`src/rtl/nav_pkg.sv`:
```
// Shared encodings for the line-following car's maze navigation controller:
// FSM states, motor commands, tracker patterns and junction priority ranks.
package nav_pkg;

    typedef enum logic [3:0] {
        ST_IDLE     = 4'd0,
        ST_ARM      = 4'd1,
        ST_COUNT    = 4'd2,
        ST_FOLLOW   = 4'd3,
        ST_JUNCTION = 4'd4,
        ST_CROSS    = 4'd5,
        ST_TURN     = 4'd6,
        ST_UTURN    = 4'd7,
        ST_DONE     = 4'd8,
        ST_ERROR    = 4'd9
    } nav_state_e;

    localparam logic [2:0] CMD_STOP  = 3'd0;
    localparam logic [2:0] CMD_FWD   = 3'd1;
    localparam logic [2:0] CMD_LEFT  = 3'd2;
    localparam logic [2:0] CMD_RIGHT = 3'd3;
    localparam logic [2:0] CMD_SPIN  = 3'd4;

    localparam logic [2:0] DET_NONE = 3'b000;
    localparam logic [2:0] DET_MID  = 3'b010;
    localparam logic [2:0] DET_GOAL = 3'b101;
    localparam logic [2:0] DET_ALL  = 3'b111;

    localparam logic [1:0] RANK_FIRST = 2'd0;
    localparam logic [1:0] RANK_MID   = 2'd1;
    localparam logic [1:0] RANK_LAST  = 2'd2;

    // Rank 1 is always straight; ranks 0 and 2 swap sides with the hand rule.
    function automatic logic [2:0] rank_cmd(input logic right_hand, input logic [1:0] rank);
        logic [2:0] cmd;
        case (rank)
            RANK_FIRST: cmd = right_hand ? CMD_RIGHT : CMD_LEFT;
            RANK_MID:   cmd = CMD_FWD;
            RANK_LAST:  cmd = right_hand ? CMD_LEFT : CMD_RIGHT;
            default:    cmd = CMD_STOP;
        endcase
        return cmd;
    endfunction

endpackage

```
`src/rtl/decision_stack.sv`:
```
// LIFO of 2-bit junction ranks; push together with pop overwrites the top entry.
module decision_stack #(
    parameter int DEPTH = 16
) (
    input  logic                       clk,
    input  logic                       rst,
    input  logic                       clr,
    input  logic                       push,
    input  logic                       pop,
    input  logic [1:0]                 push_data,
    output logic                       full,
    output logic                       empty,
    output logic [1:0]                 top,
    output logic [$clog2(DEPTH+1)-1:0] count
);

    localparam int CW = $clog2(DEPTH + 1);
    localparam int IW = $clog2(DEPTH);

    logic [1:0]    mem_r [DEPTH];
    logic [CW-1:0] ptr_r;
    logic [IW-1:0] top_idx_s;
    logic [IW-1:0] wr_idx_s;

    assign top_idx_s = IW'(ptr_r - CW'(1));
    assign wr_idx_s  = IW'(ptr_r);
    assign full      = (ptr_r == CW'(DEPTH));
    assign empty     = (ptr_r == {CW{1'b0}});
    assign top       = empty ? 2'd0 : mem_r[top_idx_s];
    assign count     = ptr_r;

    // Stack pointer and storage update; illegal push/pop are ignored here.
    always_ff @(posedge clk) begin
        if (rst) begin
            ptr_r <= {CW{1'b0}};
            for (int i = 0; i < DEPTH; i++) begin
                mem_r[i] <= 2'd0;
            end
        end else if (clr) begin
            ptr_r <= {CW{1'b0}};
        end else if (push && pop) begin
            if (!empty) begin
                mem_r[top_idx_s] <= push_data;
            end
        end else if (push) begin
            if (!full) begin
                mem_r[wr_idx_s] <= push_data;
                ptr_r           <= ptr_r + CW'(1);
            end
        end else if (pop) begin
            if (!empty) begin
                ptr_r <= ptr_r - CW'(1);
            end
        end
    end

endmodule

```
`src/rtl/maze_navigator.sv`:
```
// Maze navigation controller: debounced tracker input, start countdown,
// hand-rule junction choice with a backtracking decision stack.
module maze_navigator
    import nav_pkg::*;
#(
    parameter int STACK_DEPTH  = 16,
    parameter int DEBOUNCE     = 4,
    parameter int START_CYCLES = 100_000_000,
    parameter int TURN_TIMEOUT = 200_000_000
) (
    input  logic                             clk,
    input  logic                             rst,
    input  logic                             enable,
    input  logic                             priority_mode,
    input  logic [2:0]                       detect,
    input  logic                             obstacle,
    output logic [2:0]                       motor_cmd,
    output logic [3:0]                       state_code,
    output logic [$clog2(STACK_DEPTH+1)-1:0] depth,
    output logic                             done,
    output logic                             error
);

    localparam int BW = $clog2(DEBOUNCE + 1);

    nav_state_e    state_r, state_s;
    logic [31:0]   cnt_r;
    logic [2:0]    det_last_r, fdet_r;
    logic [BW-1:0] det_cnt_r, det_cnt_s;
    logic          back_r, back_set_s, back_clr_s;
    logic          prio_r;
    logic [2:0]    dir_r, dir_s;
    logic          dir_load_s, fault_s;
    logic          push_s, pop_s, clr_s;
    logic [1:0]    push_data_s, rank_s, top_s;
    logic          full_s, empty_s;

    // Length of the current run of identical raw samples, saturating at DEBOUNCE.
    always_comb begin
        det_cnt_s = BW'(1);
        if (detect == det_last_r) begin
            if (det_cnt_r < BW'(DEBOUNCE)) begin
                det_cnt_s = det_cnt_r + BW'(1);
            end else begin
                det_cnt_s = det_cnt_r;
            end
        end else begin
            det_cnt_s = BW'(1);
        end
    end

    // Debounce filter: accept the raw pattern once it has been stable long enough.
    always_ff @(posedge clk) begin
        if (rst) begin
            det_last_r <= 3'b000;
            det_cnt_r  <= {BW{1'b0}};
            fdet_r     <= 3'b000;
        end else begin
            det_last_r <= detect;
            det_cnt_r  <= det_cnt_s;
            if (det_cnt_s >= BW'(DEBOUNCE)) begin
                fdet_r <= detect;
            end
        end
    end

    // Next-state and stack control.
    always_comb begin
        state_s     = state_r;
        push_s      = 1'b0;
        pop_s       = 1'b0;
        push_data_s = RANK_FIRST;
        rank_s      = RANK_FIRST;
        back_set_s  = 1'b0;
        back_clr_s  = 1'b0;
        dir_load_s  = 1'b0;
        dir_s       = dir_r;
        fault_s     = 1'b0;
        if (!enable) begin
            state_s = ST_IDLE;
        end else begin
            case (state_r)
                ST_IDLE:  state_s = ST_ARM;
                ST_ARM:   state_s = (fdet_r == DET_MID) ? ST_COUNT : ST_ARM;
                ST_COUNT: state_s = (cnt_r >= 32'(START_CYCLES - 1)) ? ST_FOLLOW : ST_COUNT;
                ST_FOLLOW: begin
                    if (obstacle) begin
                        state_s = ST_FOLLOW;
                    end else begin
                        case (fdet_r)
                            DET_ALL:  state_s = ST_JUNCTION;
                            DET_NONE: begin
                                state_s    = ST_UTURN;
                                back_set_s = 1'b1;
                            end
                            DET_GOAL: state_s = ST_DONE;
                            default:  state_s = ST_FOLLOW;
                        endcase
                    end
                end
                ST_JUNCTION: begin
                    if (!back_r) begin
                        if (full_s) begin
                            fault_s = 1'b1;
                        end else begin
                            push_s = 1'b1;
                        end
                    end else begin
                        if (empty_s) begin
                            fault_s = 1'b1;
                        end else if (top_s != RANK_LAST) begin
                            // Try the next option at this junction in place of the exhausted one.
                            pop_s       = 1'b1;
                            push_s      = 1'b1;
                            rank_s      = top_s + 2'd1;
                            push_data_s = top_s + 2'd1;
                            back_clr_s  = 1'b1;
                        end else begin
                            pop_s  = 1'b1;
                            rank_s = RANK_MID;
                        end
                    end
                    if (fault_s) begin
                        state_s = ST_ERROR;
                    end else if (rank_s == RANK_MID) begin
                        state_s = ST_CROSS;
                    end else begin
                        state_s    = ST_TURN;
                        dir_load_s = 1'b1;
                        dir_s      = rank_cmd(prio_r, rank_s);
                    end
                end
                ST_CROSS: state_s = (fdet_r != DET_ALL) ? ST_FOLLOW : ST_CROSS;
                ST_TURN, ST_UTURN: begin
                    if (fdet_r == DET_MID) begin
                        state_s = ST_FOLLOW;
                    end else if (cnt_r >= 32'(TURN_TIMEOUT)) begin
                        state_s = ST_ERROR;
                    end else begin
                        state_s = state_r;
                    end
                end
                ST_DONE:  state_s = ST_DONE;
                ST_ERROR: state_s = ST_ERROR;
                default:  state_s = ST_IDLE;
            endcase
        end
    end

    assign clr_s = (state_s == ST_IDLE);

    // State register, per-state cycle counter, backtrack flag and latched choices.
    always_ff @(posedge clk) begin
        if (rst) begin
            state_r <= ST_IDLE;
            cnt_r   <= 32'd0;
            back_r  <= 1'b0;
            prio_r  <= 1'b0;
            dir_r   <= CMD_STOP;
        end else begin
            state_r <= state_s;
            if (state_s != state_r) begin
                cnt_r <= 32'd0;
            end else if (cnt_r != 32'hFFFF_FFFF) begin
                cnt_r <= cnt_r + 32'd1;
            end
            if (clr_s || back_clr_s) begin
                back_r <= 1'b0;
            end else if (back_set_s) begin
                back_r <= 1'b1;
            end
            if (state_r == ST_IDLE) begin
                prio_r <= priority_mode;
            end
            if (dir_load_s) begin
                dir_r <= dir_s;
            end
        end
    end

    decision_stack #(
        .DEPTH(STACK_DEPTH)
    ) u_stack (
        .clk       (clk),
        .rst       (rst),
        .clr       (clr_s),
        .push      (push_s),
        .pop       (pop_s),
        .push_data (push_data_s),
        .full      (full_s),
        .empty     (empty_s),
        .top       (top_s),
        .count     (depth)
    );

    // Moore command decode; obstacle only gates forward drive while following.
    always_comb begin
        motor_cmd = CMD_STOP;
        case (state_r)
            ST_FOLLOW: motor_cmd = obstacle ? CMD_STOP : CMD_FWD;
            ST_CROSS:  motor_cmd = CMD_FWD;
            ST_TURN:   motor_cmd = dir_r;
            ST_UTURN:  motor_cmd = CMD_SPIN;
            default:   motor_cmd = CMD_STOP;
        endcase
    end

    assign state_code = state_r;
    assign done       = (state_r == ST_DONE);
    assign error      = (state_r == ST_ERROR);

endmodule

```
`config.mk`:
```
export PLATFORM = sky130hd
export DESIGN_NAME = maze_navigator
export DESIGN_NICKNAME = d
export VERILOG_FILES = /design/src/rtl/nav_pkg.sv /design/src/rtl/decision_stack.sv /design/src/rtl/maze_navigator.sv
export SDC_FILE = /design/constraint.sdc
export NUM_CORES = 1
export LEC_CHECK = 0
export ABC_CLOCK_PERIOD_IN_PS = 12800
export CORE_MARGIN = 8
export CORE_UTILIZATION = 35
export CTS_CLUSTER_DIAMETER = 150
export DETAILED_ROUTE_END_ITERATION = 8
export HOLD_SLACK_MARGIN = 0.1
export PLACE_DENSITY = 0.58
export RECOVER_POWER = 25
export SETUP_SLACK_MARGIN = 0.15
export SLEW_MARGIN = 10
export SYNTH_ARGS = -nofsm -noshare
export SYNTH_HDL_FRONTEND = slang
export SYNTH_HIERARCHICAL = 1
export SYNTH_SLANG_ARGS = --single-unit
```
`constraint.sdc`:
```
create_clock -name clk -period 12.8 [get_ports clk]
set_input_delay 1.28 -clock clk [delete_from_list [all_inputs] [get_ports clk]]
set_output_delay 1.28 -clock clk [all_outputs]
set_load 0.01 [all_outputs]
```
==> impl_metrics.env <==
export IMPL_power_frac_comb=0.042
export IMPL_violations="max-capacitance violations, max-slew violations"
export IMPL_status="finished, violations left"
export IMPL_grt_start_max_net_pins=40
export IMPL_seq_power_share=0.520
export IMPL_syn_area_per_cell_um2=9.12
export IMPL_synth_most_common_cell="nor2_1"
export IMPL_cts_tree="built"
export IMPL_worstPathArrival_ns=6.08
export IMPL_p_leak_nw=1.81
export IMPL_finalCriticalPeriod_ns=6.03
export IMPL_syn_area_um2=5050
export IMPL_yosys_top_cells_count="97 x nor2_1, 54 x dfxtp_1, 39 x nand2_1"
export IMPL_hold_path_class="reg2reg"
export IMPL_required_ns=12.85
export IMPL_power_per_cell_area_nw_per_um2=101
export IMPL_grt_pass1_vias=3814
export IMPL_vias_per_cell=5.53
export IMPL_area_delta_synth_final_pct=10.6
export IMPL_crit_fanout=19
export IMPL_finalPower_mw=0.565
export IMPL_grt_pass1_wl_um=19600
export IMPL_fp_dieH_um=136
export IMPL_syn_nets=568
export IMPL_place_hpwl_um=8430
export IMPL_worst_pin_slew_ns=1.67
export IMPL_grt_usage=0.132
export IMPL_clk_latency_ns=0.33
export IMPL_sw_frac_of_total=0.216
export IMPL_hold_buffers=0
export IMPL_cts_buffer_depth=2
export IMPL_postSynthCellCount=554
export IMPL_antenna_found_initial=0
export IMPL_max_freq_mhz=166
export IMPL_dieArea_um2=18500
export IMPL_drive_gt1_frac=0.0714
export IMPL_path_clk_slew_ns=0.06
export IMPL_wirelength_um=12000
export IMPL_vdd_drop_max_mv=0.0596
export IMPL_setup_worst_path_start_class="register"
export IMPL_yosys_warnings=6
export IMPL_switchingPower_mw=0.122
export IMPL_worstSetupEndpointType="register"
export IMPL_period_share=0.471
export IMPL_h_tree_depth=3
export IMPL_hold_violations=0
export IMPL_dieWidth_um=136
export IMPL_fin_nets=569
export IMPL_relSlewSlack=-0.112
export IMPL_synthTopCellsByArea="dfxtp_1 21%, edfxtp_1 19%, nor2_1 7.2%, mux4_2 3.6%, xnor2_1 3.1%"
export IMPL_core_area_um2=14300
export IMPL_grt_setup_unrepaired="false"
export IMPL_cts_resized=0
export IMPL_ys_seq_area_frac=0.404
export IMPL_cts_setup_buffers=0
export IMPL_cts_buffers_inserted=9
export IMPL_synth_cell_types=75
export IMPL_synth_seq_cells=86
export IMPL_synth_flop_cell="dfxtp_1"
export IMPL_synth_top_area_cell="dfxtp_1"
export IMPL_p_int_mw=0.443
export IMPL_crit_type="reg2reg"
export IMPL_fin_setup_tns_ns=0
export IMPL_synth_edff_count=32
export IMPL_final_max_slew_viol_count=40
export IMPL_num_rows=44
export IMPL_setup_viol=0
export IMPL_num_antenna_cells=0
export IMPL_first_pass_iters=7
export IMPL_ios=22
export IMPL_max_cap_viol_count=1
export IMPL_clock_skew_ns=0.00629
export IMPL_port_buffers=21
export IMPL_vias=4118
export IMPL_initial_core_util=0.353
export IMPL_synth_top_area_share=0.214
export IMPL_drt_initial_drc_count=335
export IMPL_grt_overflow=0
export IMPL_p_clk_frac=0.438
export IMPL_postRouteAntennaNets=0
export IMPL_gp_congestion=0.835
export IMPL_clock_sinks=86
export IMPL_cts_root_buf="clkbuf_16"
export IMPL_async_flop_share=0
export IMPL_detail_route_wl_per_cell_um=16.1
export IMPL_drc=0
## worst max-delay path: stages (launching register included)
cell	delay (ns)
dfxtp_1	0.93
inv_1	0.33
ha_1	0.40
xor2_1	0.55
mux2_2	0.28
nor2_1	0.04
a211oi_1	0.56
nand2b_1	0.22
a21oi_1	0.08
nor2_1	0.52
or4b_1	0.72
mux2i_1	0.20
a32oi_1	0.68
o21bai_1	0.23
## metrics by stage
stage               utilization  std cells  cell area (um^2)  setup slack, ns  hold slack (ns)
floorplan                     -        554              5050             8.32            0.433
global placement          0.372        728              5320             7.06            0.446
detailed placement        0.372        728              5320             6.83            0.459
CTS                       0.391        744              5600             6.81            0.471
global route              0.390        744              5590             6.23            0.529
finish                    0.390        744              5590             6.77            0.472
## metal layers
metal  track usage  share of wire
met1         0.178           0.45
met2         0.204           0.47
met3        0.0329          0.067
met4        0.0421          0.019
met5             0              0
## power by group through the flow
stage / sequential [mW] / clock [mW] / combinational, mW
after floorplan: 0.298 / 0 / 0.0193
after global routing: 0.295 / 0.266 / 0.0257
after global placement: 0.300 / 0 / 0.0237
after CTS: 0.294 / 0.254 / 0.0242
after detailed placement: 0.300 / 0 / 0.0241
final: 0.294 / 0.247 / 0.0237
## path summary, 6_finish.rpt
| check | startpoint | end | slack (ns) | depth (start not counted) |
|---|---|---|---|---|
| worst max-delay path | u_stack/count[0]$_SDFFE_PP0P_ | u_stack/mem_r[11][0]$_SDFFCE_PN0P_ | 6.77 | 13 |
| worst min-delay path | dir_r[1]$_SDFFE_PP0P_ | dir_r[1]$_SDFFE_PP0P_ | 0.47 | 2 |
| worst max register to register | u_stack/count[0]$_SDFFE_PP0P_ | u_stack/mem_r[11][0]$_SDFFCE_PN0P_ | 6.77 | 13 |
| worst min register to register | dir_r[1]$_SDFFE_PP0P_ | dir_r[1]$_SDFFE_PP0P_ | 0.47 | 2 |
## final cells by class
| type | count | area [um^2] |
|---|---|---|
| sequential | 86 | 2040 |
| inverter | 14 | 52.6 |
| clock buffer | 13 | 260 |
| multi-input combinational | 421 | 2770 |
| clock inverter | 3 | 18.8 |
| fill | 1416 | 8730 |
| tap | 184 | 230 |
| timing repair buffer | 23 | 218 |
## layout by cell type, fill, tap and decap left out, types with 14 or more instances in the layout
master / count
nor2_1: 97
dfxtp_1: 54
nand2_1: 39
edfxtp_1: 32
a21oi_1: 19
xnor2_1: 18
xor2_1: 18
nand3_1: 17
nor3_1: 15
a211oi_1: 14
dlygate4sd3_1: 14
o21bai_1: 14
## state kept, by name, indices dropped and copies added (netlist names)
register,count
state_code,4
det_last_r,3
dir_r,2
fdet_r,3
cnt_r,32
u_stack/mem_r,32
u_stack/count,5
prio_r,1
det_cnt_r,3
back_r,1
## cell families after synthesis
logic type | synth area share
adders and majority gates | 0.0149
and+or+nand+nor | 0.262
buffers and inverters | 0.0475
AOI/OAI and AO/OA | 0.149
xor gates and xnor gates | 0.0624
muxes | 0.0599
DFF | 0.404
Power figures use the tool's default switching activity.
